File: src/rtl/serial_sub_ctrl.sv
// Bit-serial subtractor: a - b, LSB first, one bit per clock behind a start/done handshake.
// Optional zero flag output enabled by defining SERIAL_SUB_ZERO_FLAG_EN.
module serial_sub_ctrl #(
    parameter int unsigned WIDTH = 8
) (
    input  logic             i_clk,
    input  logic             i_rst,
    input  logic             i_start,
    input  logic [WIDTH-1:0] i_a_in,
    input  logic [WIDTH-1:0] i_b_in,
    output logic             o_busy,
    output logic             o_done,
    output logic [WIDTH-1:0] o_diff,
    output logic             o_borrow_out
`ifdef SERIAL_SUB_ZERO_FLAG_EN
    ,
    output logic             o_zero
`endif
);

    localparam int unsigned CntW = (WIDTH > 1) ? $clog2(WIDTH) : 1;

    typedef enum logic [1:0] {
        StIdle,
        StRun,
        StDone
    } state_e;

    state_e            r_state;
    state_e            w_state_nxt;
    logic [WIDTH-1:0]  r_sh_a;
    logic [WIDTH-1:0]  r_sh_b;
    logic [WIDTH-1:0]  r_res;
    logic [WIDTH-1:0]  r_diff;
    logic [CntW-1:0]   r_cnt;
    logic              r_br;
    logic              r_borrow;

    logic              w_accept;
    logic              w_last;
    logic              w_a0;
    logic              w_b0;
    logic              w_d1;
    logic              w_bo1;
    logic              w_d;
    logic              w_bo2;
    logic              w_br_nxt;

    assign w_accept = (r_state == StIdle) && i_start;
    assign w_last   = (r_cnt == CntW'(WIDTH - 1));

    // Two cascaded half-subtractors; the second folds in the registered borrow.
    assign w_a0     = r_sh_a[0];
    assign w_b0     = r_sh_b[0];
    assign w_d1     = w_a0 ^ w_b0;
    assign w_bo1    = ~w_a0 & w_b0;
    assign w_d      = w_d1 ^ r_br;
    assign w_bo2    = ~w_d1 & r_br;
    assign w_br_nxt = w_bo1 | w_bo2;

    always_ff @(posedge i_clk) begin
        if (i_rst) begin
            r_state <= StIdle;
        end else begin
            r_state <= w_state_nxt;
        end
    end

    always_comb begin
        w_state_nxt = r_state;
        o_busy      = 1'b0;
        o_done      = 1'b0;
        unique case (r_state)
            StIdle: begin
                if (i_start) begin
                    w_state_nxt = StRun;
                end
            end
            StRun: begin
                o_busy = 1'b1;
                if (w_last) begin
                    w_state_nxt = StDone;
                end
            end
            StDone: begin
                o_done      = 1'b1;
                w_state_nxt = StIdle;
            end
            default: w_state_nxt = StIdle;
        endcase
    end

    always_ff @(posedge i_clk) begin
        if (i_rst) begin
            r_sh_a   <= '0;
            r_sh_b   <= '0;
            r_res    <= '0;
            r_diff   <= '0;
            r_cnt    <= '0;
            r_br     <= 1'b0;
            r_borrow <= 1'b0;
        end else if (w_accept) begin
            r_sh_a <= i_a_in;
            r_sh_b <= i_b_in;
            r_res  <= '0;
            r_cnt  <= '0;
            r_br   <= 1'b0;
        end else if (r_state == StRun) begin
            r_sh_a <= r_sh_a >> 1;
            r_sh_b <= r_sh_b >> 1;
            r_res  <= {w_d, r_res[WIDTH-1:1]};
            r_cnt  <= r_cnt + CntW'(1);
            r_br   <= w_br_nxt;
            // Publish on the final bit so results appear together with done.
            if (w_last) begin
                r_diff   <= {w_d, r_res[WIDTH-1:1]};
                r_borrow <= w_br_nxt;
            end
        end
    end

    assign o_diff       = r_diff;
    assign o_borrow_out = r_borrow;

`ifdef SERIAL_SUB_ZERO_FLAG_EN
    logic r_nz;
    logic r_zero;

    always_ff @(posedge i_clk) begin
        if (i_rst) begin
            r_nz   <= 1'b0;
            r_zero <= 1'b0;
        end else if (w_accept) begin
            r_nz <= 1'b0;
        end else if (r_state == StRun) begin
            r_nz <= r_nz | w_d;
            if (w_last) begin
                r_zero <= ~(r_nz | w_d);
            end
        end
    end

    assign o_zero = r_zero;
`endif

endmodule

File: config.mk
export PLATFORM = sky130hd
export DESIGN_NAME = serial_sub_ctrl
export DESIGN_NICKNAME = d
export VERILOG_FILES = /design/src/rtl/serial_sub_ctrl.sv
export SDC_FILE = /design/constraint.sdc
export NUM_CORES = 1
export LEC_CHECK = 0
export CAP_MARGIN = 20
export CELL_PAD_IN_SITES_DETAIL_PLACEMENT = 0
export CELL_PAD_IN_SITES_GLOBAL_PLACEMENT = 2
export CORE_AREA = 10 10 87 89
export DETAILED_ROUTE_END_ITERATION = 10
export DIE_AREA = 0 0 97 99
export PLACE_DENSITY_LB_ADDON = 0.12
export SLEW_MARGIN = 40
export SYNTH_ARGS = -nofsm -noshare
export SYNTH_HDL_FRONTEND = slang
export SYNTH_SLANG_ARGS = --single-unit
File: constraint.sdc
create_clock -name i_clk -period 1.4 [get_ports i_clk]
set_input_delay 0.28 -clock i_clk [delete_from_list [all_inputs] [get_ports i_clk]]
set_output_delay 0.28 -clock i_clk [all_outputs]
set_load 0.05 [all_outputs]
==> results summary <==
The worst slack at placement came out at -330.7 ps. The final count of negative-setup-slack endpoints came out at 0. The path depth of the worst reg2reg path is 3.

The maximum root-to-sink buffer count is 2. After detailed placement, the design holds a cell count of 274. For this run, asynchronously set or reset flops after synthesis account for 0%. The post-detailed-route count of antenna-violating nets came out at 0. The horizontal die dimension came out at 97 um.

The worst pin sits at a relative slew slack of 60.90%. The transition time of the tightest slew-check pin is 585.9 ps. Sequential cells burn 53.7% of the power. The utilization after layout is 37.64%. Combinational cells account for 13.8% of the total power. The highest achievable clock rate is 0.7479 GHz. In the synthesized netlist, the cells that appear most often are sky130_fd_sc_hd__dfxtp_1 (38), sky130_fd_sc_hd__a21oi_1 (34), sky130_fd_sc_hd__nand2_1 (26). The critical path contains buffers and inverters numbering 2 combined. Setup repair after global routing left no endpoint under its margin.

The layout cell share with drive strength beyond 1 came out at 20.48%. The net switching component of the power came out at 0.0005305 W. The worst setup path is captured at an output pin. The critical path depth is 3. The setup skew after layout came out at 8.068 ps.

The power density over the cells is 979.3 nW/um^2. The post-synthesis net count is 193. The first-pass detailed-route iteration total came out at 4. The flow ran to the end, and the final reports show no timing, DRC or antenna violations. The clock slew seen by the registers of the worst setup and hold paths is 70 ps. The power share of the clock group is 32.5%. Row generation in the floorplan step produced 28 rows. The DRC violations left is 0. The final net count is 232. The die area is 9603 um^2.

The max-cap violation count came out at 0. The placeable core region came out at 5851 um^2. By startpoint and endpoint, the worst setup path is classified as reg -> out. The number of instances in the synthesized netlist came out at 171. The number of fillers in the final layout is 612. The vias per cell came out at 4.568. The effective utilization at floorplan came out at 26.09%. The number of buffers added by the clock tree synthesis step is 5. Of all nets on the critical path, the largest fanout is 5. The required time reported for the critical path endpoint is 1120 ps. The largest single stage delay on the critical path is 360 ps.

The worst path uses 95.51% of the clock period. The DRC violation total after the first TritonRoute iteration is 35. Sorting the synthesized cells by area gives the leading types as sky130_fd_sc_hd__dfxtp_1 (50%), sky130_fd_sc_hd__a21oi_1 (11%), sky130_fd_sc_hd__o221a_1 (7.4%). The number of distinct standard cells referenced by the synthesized netlist is 25. The post-route worst setup slack is 62.85 ps. In this run the tool buffered the top-level ports with 29 buffer cells. The synthesized flop and latch total came out at 38. A synthesized cell averages 8.927 um^2. The TritonCTS clock tree is done. For this run, the leading register cell type out of synthesis is sky130_fd_sc_hd__dfxtp_1.

The critical path arrival is 1060 ps. Across all layers, the routed design uses 1,302 vias. The top-area cell type share of the netlist area came out at 49.84%. 30 I/O pins were placed. Routability-driven placement finished with a final weighted congestion of 0.7235.

For this design, the CTS-stage hold fixing added 0 buffers. The final antenna diode count is 0. In this run the worst hold path is classified as in -> reg. The CTS root buffer is sky130_fd_sc_hd__clkbuf_8.

Among all cell types in the netlist, the one instantiated most often is sky130_fd_sc_hd__dfxtp_1. The number of antenna violations at the first check in global routing is 0. Detailed placement ended at an HPWL of 2768 um. The number of cells on the worst hold path is 4. After the flow finishes, the layout carries non-filler instances totaling 285. The static leakage is 0.8026 nW.

The pin count of the biggest net entering global routing came out at 19. The H-tree depth is 2. The worst setup path is launched from a flop. The netlist area before placement came out at 1526 um^2. The post-synthesis cell type with the largest combined area is sky130_fd_sc_hd__dfxtp_1. The cell internal power dissipation came out at 0.001626 W. The total congestion overflow is 0. The kind of cell adding the most delay to the critical path is flip-flops. The total wirelength of the detailed-routed design is 4014 um.

The number of enable-type register cells in the synthesized netlist came out at 0. Walking the worst path, the cells encountered are buf_4 > nor2b_4 > buf_12. The number of sinks driven by the clock tree is 38.

The aggregate negative setup slack came out at 0 ps. The first global-routing pass estimated 6555 um of wire. The area growth from synthesis to layout came out at 44.26%. The switching power share of the total came out at 24.60%. The via count of the first global-routing pass is 1,323. The minimum clock period is 1337 ps. The max-slew violation total from the final report was 0. Global routing used 8.321% of the available tracks across all layers. The synthesis warning total came out at 0. The clock latency on the worst-skew pair came out at 280 ps. The share of the Yosys chip area taken by registers is 49.84%.

The wire length per cell came out at 14.08 um. The slowest stage of the critical path belongs to the cell sky130_fd_sc_hd__dfxtp_2. The number of endpoints with negative hold slack in the final report is 0. VDD sags by at most 0.3836 mV. The die outline height is 99 um.
==> flip-flops by register name, summed over array words and instances, names as in the netlist <==
name / cells
r_state: 2
o_borrow_out: 1
r_sh_a: 8
r_sh_b: 8
r_res: 7
r_br: 1
r_cnt: 3
o_diff: 8
==> layout make-up <==
class	instances	area, um^2	area share [%]
multi-input combinational	104	653.1	29.66
sequential	38	765.7	34.77
timing repair inverter	1	8.758	0.3977
timing repair buffer	43	524.3	23.81
tap	75	93.84	4.261
inverter	17	80.08	3.636
clock buffer	7	76.32	3.466
==> worst min-delay path: stages <==
cell and delay, ps:
sky130_fd_sc_hd__dlymetal6s2s_1 140, sky130_fd_sc_hd__nor2b_1 150, sky130_fd_sc_hd__nand3b_1 80, sky130_fd_sc_hd__a21oi_1 50
==> final timing paths <==
path              startpoint         to  slack (ps)
setup reg to reg  r_state[0]  r_sh_b[0]         100
hold reg to reg     r_cnt[1]   r_cnt[1]         460
hold / removal       i_start  r_sh_a[7]         450
setup / recovery  r_state[0]     o_done          60
==> cell usage in the layout, fill, tap and decap left out, types with 2 or more instances in the layout <==
cell,synthesis,routed
sky130_fd_sc_hd__o221a_2,4,4
sky130_fd_sc_hd__o21ai_0,2,2
sky130_fd_sc_hd__clkdlybuf4s50_1,0,17
sky130_fd_sc_hd__dfxtp_1,38,36
sky130_fd_sc_hd__buf_12,0,12
sky130_fd_sc_hd__nor2_1,5,4
sky130_fd_sc_hd__nand2_1,26,26
sky130_fd_sc_hd__inv_1,16,16
sky130_fd_sc_hd__buf_4,1,12
sky130_fd_sc_hd__a21oi_1,34,34
sky130_fd_sc_hd__o221a_1,10,10
sky130_fd_sc_hd__clkbuf_8,0,5
sky130_fd_sc_hd__clkbuf_1,2,2
sky130_fd_sc_hd__nand3b_1,3,3
sky130_fd_sc_hd__nand3_1,8,8
==> through the flow <==
| step | total power (W) | area (um^2) | hold WS (ps) |
|---|---|---|---|
| finish | 0.002157 | 2202 | 453.5 |
| global route | 0.002264 | 2202 | 481.2 |
| CTS | 0.002195 | 2203 | 467.8 |
| detailed placement | 0.001456 | 2051 | 458.0 |
| global placement | 0.001452 | 2048 | 443.9 |
| floorplan | 0.001340 | 1529 | 436.6 |
==> what timing repair did <==
| action | CTS | global route |
|---|---|---|
| pin swaps | 1 | 0 |
| endpoints found under the setup margin | 16 | 19 |
| gates resized for setup | 12 | 3 |
| hold endpoints to repair | 0 | 0 |
| buffers inserted | 4 | 0 |
| gates cloned | 1 | 0 |
==> per-layer routing <==
metal / GRT usage (%) / wire length (um)
met5: 0 / 0
met3: 2.863 / 185
met4: 3.405 / 54
met2: 13.27 / 1916
met1: 9.984 / 1858
==> logic make-up (layout without fill, tap and decap cells) <==
group	Yosys count	count (layout)	share of synthesized area [%]
xor+xnor	1	1	0.5739
compound gates	53	53	23.77
fa+ha+maj	3	3	2.951
flops	38	38	49.84
buf+inv	29	68	8.935
simple gates	47	47	13.93
==> power groups by stage <==
stage | logic (W) | clock network, W | registers [W]
global route | 0.000326 | 0.000773 | 0.00116
floorplan | 0.000165 | 0 | 0.00117
detailed placement | 0.000272 | 0 | 0.00118
global placement | 0.000269 | 0 | 0.00118
finish | 0.000297 | 0.000700 | 0.00116
CTS | 0.000302 | 0.000734 | 0.00116
Note: power is estimated with default switching activity, not from simulation.
